===== src/rtl/dac7611_serial_rx.sv =====
// DAC7611 3-wire serial load receiver: oversamples CS/CLK/SDI/LD/CLR, rebuilds the word, models input and DAC registers.
// Optional frame/error statistics counters are compiled in when DAC7611_RX_STATS_EN is defined.
module dac7611_serial_rx #(
    parameter int SYNC_STAGES = 2,
    parameter int WIDTH       = 12
) (
    input  logic             clk,
    input  logic             reset,
    input  logic             cs_n,
    input  logic             sclk,
    input  logic             sdi,
    input  logic             ld_n,
    input  logic             clr_n,
    output logic [WIDTH-1:0] input_reg,
    output logic [WIDTH-1:0] dac_data,
    output logic             word_ready,
    output logic             ld_pulse,
    output logic             frame_err,
    output logic [15:0]      frame_cnt,
    output logic [15:0]      err_cnt
);

    localparam int CNT_W = $clog2(WIDTH + 1);

    // Bit order of the sampled line vector: {sdi, sclk, clr_n, ld_n, cs_n}.
    localparam int B_CS   = 0;
    localparam int B_LD   = 1;
    localparam int B_CLR  = 2;
    localparam int B_SCLK = 3;
    localparam int B_SDI  = 4;
    localparam logic [4:0] IDLE_LEVELS = 5'b00111;

    localparam logic [1:0] ST_IDLE  = 2'd0;
    localparam logic [1:0] ST_SHIFT = 2'd1;
    localparam logic [1:0] ST_FULL  = 2'd2;

    logic [SYNC_STAGES-1:0][4:0] sync_q;
    logic [4:0]                  prev_q;
    logic [4:0]                  lines_s;

    logic cs_s, clr_s, sdi_s;
    logic sclk_rise, cs_fall, cs_rise, ld_fall;

    logic [1:0]       state_q, state_d;
    logic [CNT_W-1:0] bit_cnt_q, bit_cnt_d;
    logic [WIDTH-1:0] shift_q, shift_d;
    logic             overrun_q, overrun_d;
    logic [WIDTH-1:0] input_q, input_d;
    logic [WIDTH-1:0] dac_q, dac_d;
    logic             word_ready_q, word_ready_d;
    logic             ld_pulse_q, ld_pulse_d;
    logic             frame_err_q, frame_err_d;
    logic             shift_en;
    logic             fsm_err;
    logic             ld_err;

    // Synchronizers reset to idle line levels so releasing reset never fakes an edge.
    always_ff @(posedge clk or negedge reset) begin
        if (!reset) begin
            for (int i = 0; i < SYNC_STAGES; i++) begin
                sync_q[i] <= IDLE_LEVELS;
            end
            prev_q <= IDLE_LEVELS;
        end else begin
            sync_q[0] <= {sdi, sclk, clr_n, ld_n, cs_n};
            for (int i = 1; i < SYNC_STAGES; i++) begin
                sync_q[i] <= sync_q[i-1];
            end
            prev_q <= sync_q[SYNC_STAGES-1];
        end
    end

    assign lines_s   = sync_q[SYNC_STAGES-1];
    assign cs_s      = lines_s[B_CS];
    assign clr_s     = lines_s[B_CLR];
    assign sdi_s     = lines_s[B_SDI];

    assign sclk_rise =  lines_s[B_SCLK] & ~prev_q[B_SCLK];
    assign cs_fall   = ~lines_s[B_CS]   &  prev_q[B_CS];
    assign cs_rise   =  lines_s[B_CS]   & ~prev_q[B_CS];
    assign ld_fall   = ~lines_s[B_LD]   &  prev_q[B_LD];

    // Frame FSM. A cs_n rise wins over a coincident sclk rise; a cs_n fall lets it shift.
    always_comb begin
        state_d      = state_q;
        bit_cnt_d    = bit_cnt_q;
        shift_d      = shift_q;
        overrun_d    = overrun_q;
        input_d      = input_q;
        word_ready_d = 1'b0;
        fsm_err      = 1'b0;
        shift_en     = 1'b0;

        case (state_q)
            ST_IDLE: begin
                if (cs_fall) begin
                    state_d   = ST_SHIFT;
                    bit_cnt_d = '0;
                    overrun_d = 1'b0;
                    shift_en  = sclk_rise;
                end
            end
            ST_SHIFT: begin
                if (cs_rise) begin
                    fsm_err = 1'b1;
                    state_d = ST_IDLE;
                end else begin
                    shift_en = sclk_rise;
                end
            end
            ST_FULL: begin
                if (cs_rise) begin
                    if (overrun_q) begin
                        fsm_err = 1'b1;
                    end else begin
                        input_d      = shift_q;
                        word_ready_d = 1'b1;
                    end
                    state_d = ST_IDLE;
                end else if (sclk_rise && !cs_s) begin
                    overrun_d = 1'b1;
                end
            end
            default: begin
                state_d = ST_IDLE;
            end
        endcase

        if (shift_en) begin
            shift_d   = {shift_q[WIDTH-2:0], sdi_s};
            bit_cnt_d = bit_cnt_d + 1'b1;
            if (bit_cnt_d == CNT_W'(WIDTH)) begin
                state_d = ST_FULL;
            end
        end
    end

    // Load/clear path: CLR dominates and suppresses LD; an LD inside a frame is a protocol error.
    always_comb begin
        dac_d      = dac_q;
        ld_pulse_d = 1'b0;
        ld_err     = ld_fall & ~cs_s;
        if (!clr_s) begin
            dac_d = '0;
        end else if (ld_fall && cs_s) begin
            dac_d      = input_q;
            ld_pulse_d = 1'b1;
        end
        frame_err_d = fsm_err | ld_err;
    end

    always_ff @(posedge clk or negedge reset) begin
        if (!reset) begin
            state_q      <= ST_IDLE;
            bit_cnt_q    <= '0;
            shift_q      <= '0;
            overrun_q    <= 1'b0;
            input_q      <= '0;
            dac_q        <= '0;
            word_ready_q <= 1'b0;
            ld_pulse_q   <= 1'b0;
            frame_err_q  <= 1'b0;
        end else begin
            state_q      <= state_d;
            bit_cnt_q    <= bit_cnt_d;
            shift_q      <= shift_d;
            overrun_q    <= overrun_d;
            input_q      <= input_d;
            dac_q        <= dac_d;
            word_ready_q <= word_ready_d;
            ld_pulse_q   <= ld_pulse_d;
            frame_err_q  <= frame_err_d;
        end
    end

    assign input_reg  = input_q;
    assign dac_data   = dac_q;
    assign word_ready = word_ready_q;
    assign ld_pulse   = ld_pulse_q;
    assign frame_err  = frame_err_q;

`ifdef DAC7611_RX_STATS_EN
    logic [15:0] frame_cnt_q, frame_cnt_d;
    logic [15:0] err_cnt_q, err_cnt_d;

    // Counters track the registered pulses and stick at all-ones.
    always_comb begin
        frame_cnt_d = frame_cnt_q;
        err_cnt_d   = err_cnt_q;
        if (word_ready_q && (frame_cnt_q != 16'hFFFF)) begin
            frame_cnt_d = frame_cnt_q + 16'd1;
        end
        if (frame_err_q && (err_cnt_q != 16'hFFFF)) begin
            err_cnt_d = err_cnt_q + 16'd1;
        end
    end

    always_ff @(posedge clk or negedge reset) begin
        if (!reset) begin
            frame_cnt_q <= '0;
            err_cnt_q   <= '0;
        end else begin
            frame_cnt_q <= frame_cnt_d;
            err_cnt_q   <= err_cnt_d;
        end
    end

    assign frame_cnt = frame_cnt_q;
    assign err_cnt   = err_cnt_q;
`else
    assign frame_cnt = 16'd0;
    assign err_cnt   = 16'd0;
`endif

endmodule


===== config.mk =====
export PLATFORM = sky130hd
export DESIGN_NAME = dac7611_serial_rx
export DESIGN_NICKNAME = d
export VERILOG_FILES = /design/src/rtl/dac7611_serial_rx.sv
export SDC_FILE = /design/constraint.sdc
export NUM_CORES = 1
export LEC_CHECK = 0
export BUFFER_PORTS_ARGS = -buffer_cell sky130_fd_sc_hd__buf_2
export CAP_MARGIN = 10
export CORE_AREA = 8 8 78 80
export CTS_CLUSTER_DIAMETER = 60
export DETAILED_ROUTE_END_ITERATION = 8
export DIE_AREA = 0 0 86 88
export PLACE_DENSITY = 0.84
export SLEW_MARGIN = 20
export SYNTH_ARGS = -nofsm -noshare
export SYNTH_HDL_FRONTEND = slang
export SYNTH_SLANG_ARGS = --single-unit

===== constraint.sdc =====
create_clock -name clk -period 4.4 [get_ports clk]
set_input_delay 0 -clock clk [delete_from_list [all_inputs] [get_ports clk]]
set_output_delay 0 -clock clk [all_outputs]
set_load 0.1 [all_outputs]

### After elaboration in Yosys (flattened, before gate mapping)

Index checks and enable logic that the tools add are counted.

* ROM bits: 0
* flip-flop bits (word level): 60
* memories: 0
* latch bits: 0
* output and inout port bits: 59
* input port bits: 7
* word-level logic and storage cells: 65
* bits in writable memories: 0

* $add $sub $neg: 1
* $mul: 0
* shifts and indexed selects: 0
* magnitude comparators: 0
* multiplexer cells: 26
* reduce and logical (&&, ||, !) cells: 8
* equality and inequality tests: 7
* div/mod/pow operators: 0
* bitwise logic cells: 11

Operator list (number)
* two-way mux 12 bit: 2
* two-way mux 1 bit: 13
* two-way mux 4 bit: 3
* two-way mux 2 bit: 4
* != test 2 bit (second input constant): 3
* one-hot mux 1 bit (2 select lines): 3
* AND 1 bit: 5
* inverter 1 bit: 5
* adder 4 x 1 -> 4 bit (second input constant): 1
* equality test 4 bit (second input constant): 1
* one-hot mux 2 bit (2 select lines): 1
* AND reduction 4 bit: 1
* AND reduction 3 bit: 1
* equality test 2 x 1 -> 1 bit (second input constant): 1
* equality test 2 bit (second input constant): 1
* logical AND 1 bit: 2
* zero test 2 bit: 1
* != test 2 x 1 -> 1 bit (second input constant): 1
* nonzero test 2 bit: 1
* OR reduction 2 bit: 1
* zero test 1 bit: 1
* OR 1 bit: 1

### Logic depth before layout (Yosys ltp)

Gate-level depths: netlist (run 1).

* depth in word-level cells: 8
* mapped depth: 9
* depth with buffers taken out: 9

### Worst setup path before layout (run 1)

No wires, ideal clock.

* path kind: reg2reg
* from: reg state_q[0]
* to: reg state_q[1]
* data arrival time: 1.671 ns
* cell stages (with the launch flop): 10
* clock period less this slack: 1.802 ns
* setup time: 0.131 ns
* path buffers: 0
* slack: 2.598 ns
* data required time: 4.269 ns
* cell sequence: dfrtp_1 > inv_1 > ha_1 > nand3b_2 > and2_1 > ha_1 > nand2_1 > nor2_1 > and3_1 > o21bai_1

* cells in the longest elaborated chain, start to end: 6
* elaborated cells between the ends (all ways): 11
* those cells by class: 1 x add/sub; 3 x eq/ne; 5 x mux; 2 x reduce/logical

RTL lines
* start, declared: RTL line 44 `logic [1:0] state_q, state_d;`
* start signal, assigned: RTL line 164 `state_q <= state_d;`
* zero test 2 bit: RTL line 94 `case (state_q)`
* two-way mux 4 bit: RTL line 94
* adder 4 x 1 -> 4 bit: RTL line 131 `bit_cnt_d = bit_cnt_d + 1'b1;`
* equality test 4 bit: RTL line 132 `if (bit_cnt_d == CNT_W'(WIDTH)) begin`
* two-way mux 2 bit: RTL line 132
* two-way mux 2 bit (*): RTL line 129 `if (shift_en) begin`
* named net state_d[1]: RTL line 44

Mark *: on every way through the listed nets, which the timed path passes. The rest lies on a longest branch.
A chain may end at the register's enable or synchronous reset.

### Worst setup path in the final report (run 1)

* from: reg state_q[0]
* to: reg state_q[0]

The elaborated chain is that of the path after synthesis.

==> results.txt, run 1 <==
Layout area overhead - 13.6%
Max Cap Viol - 0
Vias in the first global route - 1,479
GR Util All Layers - 12.3%
I/O pins - 66
Final min period - 2130 ps
DR iter-0 viols - 54
Arrival @ worst endpoint - 2340 ps
Clock slew at reported path FFs - 60 ps
Hold path start - clr_n
DRT Wirelength - 4.31 mm
Synth Warn # - 0
Postcts setup bufs - 0
Max-slew violation count - 0
Drt wl/cell - 14.4 um
Proportion of layout cells with a drive suffix above 1 - 35.7%
Die Y-Extent - 88 um
Status - completed
Max FO, Critical Path - 7
R2R depth - 9
Type of origin of the critical path - register
Synth unique cells - 35
Share of the synthesized area in the top cell type - 50.8%
Pre-CTS setup slack - 2310 ps
Worst vdd ir - 0.000317 V
P_leak - 1.49 nW
Critical path class - reg -> reg
Site Rows - 26
Layout Skew - 7.01 ps
Post-DP Area - 2630 um^2
Top_reg_cell synth - dfrtp_1
Initial antenna violation count - 0
ANT nets after route - 0
Post-cts sizing count - 0
Final setup margin - 2270 ps
Core ar. - 4910 um^2
Async set-or-reset flop fraction in the synthesized netlist - 100%
CTS max path bufs - 2
Cell Area, Synth - 2510 um^2
Clock insertion delay at the later pin of the skew report - 330 ps
Die area - 7570 um^2
Max Freq - 0.470 GHz
Via-to-Cell Ratio - 4.71
Initial Util - 51.1%
Worst slew margin - 40.1%
Layout net count - 239
Final Hold Fails - 0
Largest net degree at the start of global routing - 60
R2r endpoint - state_q[0]$_DFF_PN0_
RSZ-0062 raised after global routing - no
WHS Endpoint - sync_q[2]$_DFF_PN1_
CP Data Required Time - 4610 ps
DRC - 0
Post-route setup TNS - 0 ps
Die width - 86 um
CTS tree - built
Num Clock Sinks - 59
Global route total overflow - 0
Yosys reg bits - 59
Total CTS buffers - 9
Antenna cells - 0
GP Congestion - 0.823
Post-synth EDFFs - 0
Synth top area cells - dfrtp_1 (51%), buf_4 (9.9%), mux2_2 (9.9%)
Power Dens Cells - 485 nW/um^2
Drt pass-1 iters - 4
Sequential element share of the synthesized area - 59.2%
Fin crit share - 48.4%
Reg-to-reg critical path startpoint - state_q[0]$_DFF_PN0_
Final HPWL DP - 3.12 mm
Worst-Margin Slew - 895 ps
Post-synth top area cell - dfrtp_1
Synth Instances - 180
R2R Setup Slk - 2270 ps
Final instance area - 2850 um^2
Fin Hold WS - 308 ps
Worst hold path type - in -> reg
First-pass GRT wire length - 7.07 mm
Via count - 1,414
Crit end category - register
Max H-tree Level - 3
Worst hold path stage count - 2
Final setup vio count - 0
Final core occ - 58.1%
Synthesized area per cell - 14.0 um^2
Hold-fix buffers, CTS - 6
Clk root buf - clkbuf_8
Port Buffer Count - 33
-- report_power, final --
| part | total, W | switching [W] | leakage (nW) | internal, W |
|---|---|---|---|---|
| clock network | 0.000418 | 0.000190 | 0.0843 | 0.000228 |
| logic | 0.000302 | 0.000216 | 0.634 | 0.0000860 |
| registers | 0.000665 | 0.0000534 | 0.769 | 0.000612 |
| total | 0.00138 | 0.000460 | 1.49 | 0.000925 |
-- metal layers --
layer	track usage, %	vias to the layer above	wire length (um)
li1	-	647	-
met3	5.07	9	298
met2	20.7	43	2300
met1	12.9	715	1630
met5	0	-	0
met4	6.69	0	76
-- synth_stat cells, drive strengths merged, types with 2 or more instances --
master,instances
mux2,25
nand2,7
ha,5
dfstp,8
nand2b,2
nor2b,2
nand3b,2
dfrtp,51
inv,4
nor2,2
and3,2
a22o,13
buf,35
and2,2
xor2,2
a21oi,3
-- layout make-up --
class,instances,area (um^2)
multi-input cells,112,856
clock inverters,2,12.5
repair buffers,41,240
clock buffers,12,155
flip-flops and latches,59,1490
fillers,399,2060
well taps,70,87.6
inverters,4,15.0
-- critical path: stages, from the launching register on --
cell      delay, ps
dfrtp_1         430
inv_1           120
ha_1            280
nand3b_2        190
and2_1          230
ha_1            220
nand2_1          60
nor2_1           40
and3_1          190
a211oi_1        250
-- stage by stage --
stage | total power [W] | std cells
6_report | 0.00138 | 300
5_1_grt | 0.00145 | 300
4_1_cts | 0.00140 | 300
3_5_place_dp | 0.000971 | 280
3_3_place_gp | 0.000955 | 280
2_1_floorplan | 0.000939 | 211
-- cell families (layout without fill, tap and decap cells) --
group           after synthesis  count (layout)  synth area share (%)
other cells                   1              32                 0.149
xor+xnor                      2               2                 0.698
fa+ha+maj                     5               5                  2.49
mux                          26              26                  11.6
flops                        59              59                  59.2
buf+inv                      40              59                  11.4
simple gates                 23              23                  6.48
compound gates               24              24                  8.02
-- cells in the final DEF, fill, tap and decap left out, types with 2 or more instances in the layout --
cell,count
dfrtp_1,51
dfstp_2,8
dlygate4sd3_1,6
nor2b_1,2
nand2b_1,2
conb_1,32
clkbuf_8,11
mux2_1,3
a22o_1,13
inv_1,4
mux2_2,22
xor2_1,2
and2_1,2
a21oi_1,3
ha_1,5
nor2_1,2
buf_4,2
and3_1,2
nand2_1,7
buf_2,33
-- worst max-delay path by stage --
stage | start | to
2_1_floorplan | state_q[0]$_DFF_PN0_ | state_q[1]$_DFF_PN0_
3_3_place_gp | lines_s[0]$_DFF_PN1_ | input_reg[1]$_DFFE_PN0P_
3_5_place_dp | lines_s[0]$_DFF_PN1_ | input_reg[6]$_DFFE_PN0P_
4_1_cts | state_q[0]$_DFF_PN0_ | state_q[0]$_DFF_PN0_
5_1_grt | state_q[0]$_DFF_PN0_ | state_q[0]$_DFF_PN0_
6_report | state_q[0]$_DFF_PN0_ | state_q[0]$_DFF_PN0_
(Power assumes the default switching activity.)
==> run 2: changes to the inputs <==
CORE_AREA = 8 8 79 81   (was 8 8 78 80)
DIE_AREA = 0 0 87 89   (was 0 0 86 88)
PLACE_DENSITY = 0.82   (was 0.84)
clock period = 2.23 ns   (was 4.4 ns; I/O delays follow)
==> results.txt, run 2 (synthesis results as in run 1) <==
Placed insts - 283 (+1.1%)
Max H-tree Level - 3 (unchanged)
Via count - 1,459 (+3.2%)
Die area - 7740 um^2 (+2.3%)
Proportion of layout cells with a drive suffix above 1 - 37.0% (+1.4 points)
Reg-to-reg critical path startpoint - state_q[0]$_DFF_PN0_
Total CTS buffers - 9 (unchanged)
Drt pass-1 iters - 4 (unchanged)
Layout area overhead - 15.7%
Status - completed
Storage cell area - 1490 um^2 (unchanged)
Die width - 87 um (+1.2%)
Antenna cells - 0 (unchanged)
Worst slew margin - 54.1% (+14 points)
Clk root buf - clkbuf_8
GP Congestion - 0.815 (-0.92%)
Final Hold Fails - 0 (unchanged)
CTS tree - built
ANT nets after route - 0 (unchanged)
Critical path class - reg -> reg
Fin crit share - 88.7% (+40 points)
GR Util All Layers - 12.8% (+0.43 points)
Fin cells - 305 (+1.7%)
Worst hold path type - in -> async
Type of origin of the critical path - register
Final min period - 1980 ps (-151 ps)
Layout Skew - 7.58 ps (+0.574 ps)
Via-to-Cell Ratio - 4.78 (+1.5%)
Initial Util - 50.5% (-0.67 points)
DRT Wirelength - 4.63 mm (+7.4%)
Max-slew violation count - 0 (unchanged)
I/O pins - 66 (unchanged)
Initial antenna violation count - 0 (unchanged)
Post-DP Area - 2650 um^2 (+0.86%)
Site Rows - 26 (unchanged)
R2R depth - 9 (unchanged)
Drt wl/cell - 15.2 um (+5.6%)
Core ar. - 4980 um^2 (+1.3%)
CP Data Required Time - 2440 ps (-2170 ps)
Post-route setup TNS - 0 ps (unchanged)
Layout fillers - 413 (+3.5%)
Commonest non-fill, non-tap cells in the layout - dfrtp_1 (51), buf_2 (33), conb_1 (32), mux2_2 (22), a22o_1 (13)
R2R Setup Slk - 250 ps (-2020 ps)
Crit path to - state_q[1]$_DFF_PN0_
CTS max path bufs - 2 (unchanged)
Crit end category - register
Layout net count - 242 (+1.3%)
Worst vdd ir - 0.000562 V (+77%)
DRC - 0 (unchanged)
Final HPWL DP - 3.14 mm (+0.72%)
Max FO, Critical Path - 7 (unchanged)
Multi-input gate area - 858 um^2 (+0.29%)
RSZ-0062 raised after global routing - no
Power Dens Cells - 986 nW/um^2 (+100%)
Final setup vio count - 0 (unchanged)
Max Freq - 0.506 GHz (+7.6%)
Max Cap Viol - 0 (unchanged)
Final instance area - 2910 um^2 (+1.8%)
Num Clock Sinks - 59 (unchanged)
Most common cell after layout, fill and taps aside - dfrtp_1
Largest net degree at the start of global routing - 33 (-45%)
Final core occ - 58.4% (+0.30 points)
First-pass GRT wire length - 7.42 mm (+5.1%)
Clock slew at reported path FFs - 70 ps (about the same)
P_leak - 1.51 nW (+1.5%)
Die Y-Extent - 89 um (+1.1%)
Port Buffer Count - 33 (unchanged)
Critical Path Start - state_q[0]$_DFF_PN0_
R2r endpoint - state_q[1]$_DFF_PN0_
Vias in the first global route - 1,512 (+2.2%)
Global route total overflow - 0 (unchanged)
Arrival @ worst endpoint - 2190 ps (-150 ps)
Worst-Margin Slew - 689 ps (-207 ps)
Clock insertion delay at the later pin of the skew report - 330 ps (about the same)
DR iter-0 viols - 72 (+33%)
==> run 2: cell type report <==
cell class	count	area share [%]
Timing Repair Buffer	44	9.04
Tap cell	70	3.01
Sequential cell	59	51.2
Clock inverter	4	1.72
Multi-Input combinational cell	112	29.5
Clock buffer	12	5.00
Inverter	4	0.517
==> run 2: where the power goes <==
group / leakage (nW) / total, W / internal [W] / switching (W)
logic: 0.648 / 0.000612 / 0.000179 / 0.000433
clock network: 0.0926 / 0.000946 / 0.000545 / 0.000401
registers: 0.769 / 0.00131 / 0.00121 / 0.000101
total: 1.51 / 0.00286 / 0.00193 / 0.000935
==> run 2: worst min-delay path by stage <==
stage	slack [ps]	depth (start not counted)	to
after CTS	250	2	dac_data[9]$_DFFE_PN0P_
after detailed placement	90	1	ld_pulse$_DFF_PN0_
final	240	2	dac_data[8]$_DFFE_PN0P_
after floorplan	-300	0	bit_cnt_q[0]$_DFF_PN0_
after global routing	300	2	dac_data[8]$_DFFE_PN0P_
after global placement	70	1	dac_data[9]$_DFFE_PN0P_
==> run 2: routing by layer <==
metal	share of wire (%)	wire length, um	global-route usage [%]
met4	2.3	106	7.82
met1	40	1860	13.7
met3	8.2	378	5.33
met2	49	2290	20.7
met5	0	0	0
==> run 2: what timing repair did <==
item	in CTS	in global routing
hold buffers	6	0
hold endpoints to repair	35	0
gates resized for setup	0	1
setup buffers	0	0
endpoints found under the setup margin	0	2
==> run 2: stage by stage <==
stage | hold WS [ps] | setup slack [ps] | power [W]
2_1_floorplan | -296 | 428 | 0.00185
3_3_place_gp | 74.0 | 335 | 0.00189
3_5_place_dp | 86.6 | 236 | 0.00192
4_1_cts | 251 | 192 | 0.00289
5_1_grt | 300 | 47.6 | 0.00299
6_report | 241 | 252 | 0.00286
==> run 2: critical path, cell delays in order (launching register included) <==
cell	delay, ps
dfrtp_1	430
inv_1	110
ha_2	240
nand3b_2	180
and2_1	250
ha_1	220
nand2_1	60
nor2_1	30
and3_1	190
o21bai_1	150
==> run 3: changes to the inputs <==
GPL_TIMING_DRIVEN = 0   (was unset)
==> results.txt, run 3 (synthesis results as in run 1) <==
Status - completed
Largest stage delay on the critical path - 420 ps (about the same)
DR iter-0 viols - 56 (-22%)
P_leak - 1.69 nW (+12%)
Largest net degree at the start of global routing - 60 (+82%)
Worst vdd ir - 0.000559 V (-0.51%)
ANT nets after route - 0 (unchanged)
CP bufs+invs - 1 (unchanged)
Tot Pwr - 0.00302 W (+5.5%)
Max Freq - 0.493 GHz (-2.4%)
DRT Wirelength - 4.60 mm (-0.69%)
Max H-tree Level - 3 (unchanged)
Proportion of layout cells with a drive suffix above 1 - 43.2% (+6.2 points)
Site Rows - 26 (unchanged)
Slowest cell on crit path - dfrtp_1
Crit path top cell by count - ha_1
Layout net count - 273 (+13%)
Clock slew at reported path FFs - 70 ps (about the same)
Final setup vio count - 0 (unchanged)
Vias in the first global route - 1,560 (+3.2%)
Antenna cells - 0 (unchanged)
Critical path class - reg -> reg
Crit end category - register
I/O pins - 66 (unchanged)
Global route total overflow - 0 (unchanged)
Fin Hold WS - 270 ps (+28.5 ps)
Layout Skew - 6.15 ps (-1.44 ps)
CTS max path bufs - 2 (unchanged)
Reg-to-reg critical path startpoint - state_q[0]$_DFF_PN0_
RSZ-0062 raised after global routing - no
Total CTS buffers - 9 (unchanged)
Worst slew margin - 53.2% (-0.90 points)
Worst hold path type - in -> async
DRC - 0 (unchanged)
Max Cap Viol - 0 (unchanged)
Worst path cell trace - inv_1 -> ha_1 -> nand3b_2 -> and2_1 -> ha_1 -> nand2_1 -> nor2_1 -> and3_1 -> a211oi_1
Drt wl/cell - 13.7 um (-9.9%)
Most common cell after layout, fill and taps aside - dfrtp_1
Layout fillers - 377 (-8.7%)
Initial antenna violation count - 0 (unchanged)
Die area - 7740 um^2 (unchanged)
Layout area overhead - 25.9%
Largest delay share family, worst path - simple AND/OR/NAND/NOR gates
Final Hold Fails - 0 (unchanged)
CTS tree - built
Die width - 87 um (unchanged)
Arrival @ worst endpoint - 2260 ps (+70 ps)
Pre-CTS setup slack - 200 ps (-36.5 ps)
First-pass GRT wire length - 7.40 mm (-0.38%)
Num Clock Sinks - 59 (unchanged)
Max FO, Critical Path - 7 (unchanged)
Clock insertion delay at the later pin of the skew report - 330 ps (about the same)
Final setup margin - 204 ps (-48.9 ps)
GP Congestion - 0.784 (-3.8%)
Core ar. - 4980 um^2 (unchanged)
Worst-Margin Slew - 702 ps (+13.5 ps)
GR Util All Layers - 12.5% (-0.25 points)
Final min period - 2030 ps (+48.9 ps)
Via-to-Cell Ratio - 4.51 (-5.7%)
Type of origin of the critical path - register
Clk root buf - clkbuf_8
Initial Util - 50.5% (unchanged)
Die Y-Extent - 89 um (unchanged)
Final core occ - 63.5% (+5.2 points)
Final HPWL DP - 3.20 mm (+2.1%)
Post-route setup TNS - 0 ps (unchanged)
Commonest non-fill, non-tap cells in the layout - dfrtp_1 (51), buf_4 (34), conb_1 (32), buf_2 (32), mux2_2 (22)
Drt pass-1 iters - 4 (unchanged)
Power Dens Cells - 956 nW/um^2 (-3.1%)
Post-cts sizing count - 0 (unchanged)
CP Data Required Time - 2460 ps (+20 ps)
Fin crit share - 90.9% (+2.2 points)
Port Buffer Count - 33 (unchanged)
Max-slew violation count - 0 (unchanged)
Critical Path Start - state_q[0]$_DFF_PN0_
Via count - 1,515 (+3.8%)
run 3: cell count changes in the layout (fill, tap and decap cells not counted), sizes merged:
cell,before,now
buf,38,68
bufinv,1,2
clkinv,1,2
clkbuf,12,13
clkinvlp,2,0
run 3: layer usage:
layer / global-route usage [%] / routed length (um)
met1: 13.7 / 1930
met4: 6.10 / 56
met3: 5.42 / 373
met2: 20.5 / 2240
met5: 0 / 0
run 3: path summary, 6_finish.rpt:
kind	endpoint	slack [ps]	cells after the start
max	state_q[0]$_DFF_PN0_	200	9
min reg2reg	lines_s[4]$_DFF_PN0_	350	0
min	word_ready$_DFF_PN0_	270	2
max in group asynchronous	sync_q[4]$_DFF_PN0_	1500	2
min in group clk	sync_q[0]$_DFF_PN1_	310	2
max reg2reg	state_q[0]$_DFF_PN0_	200	9
run 3: final cells by class:
class / count / area, um^2 / area share [%]
tap: 70 / 87.6 / 2.77
multi-input combinational: 112 / 856 / 27.1
clock inverter: 4 / 73.8 / 2.33
timing repair buffer: 39 / 228 / 7.20
inverter: 4 / 15.0 / 0.475
sequential: 59 / 1490 / 47.0
clock buffer: 12 / 145 / 4.59
buffer: 36 / 270 / 8.55
run 3: power breakdown:
part           leakage, nW  internal [W]  total, W  switching [W]
logic                0.815      0.000213  0.000642       0.000430
clock network        0.111      0.000661   0.00107       0.000405
registers            0.769       0.00121   0.00131       0.000108
run 3: per-stage QoR:
step,area [um^2],std cells
detailed placement,2880,314
global placement,2880,314
CTS,3160,336
floorplan,2630,211
finish,3160,336
global route,3160,336
run 3: timing repair:
item                                   in CTS  in global routing
setup buffers                               0                  0
hold buffers                                6                  0
endpoints found under the hold margin      56                  0
setup endpoints to repair                   0                  0
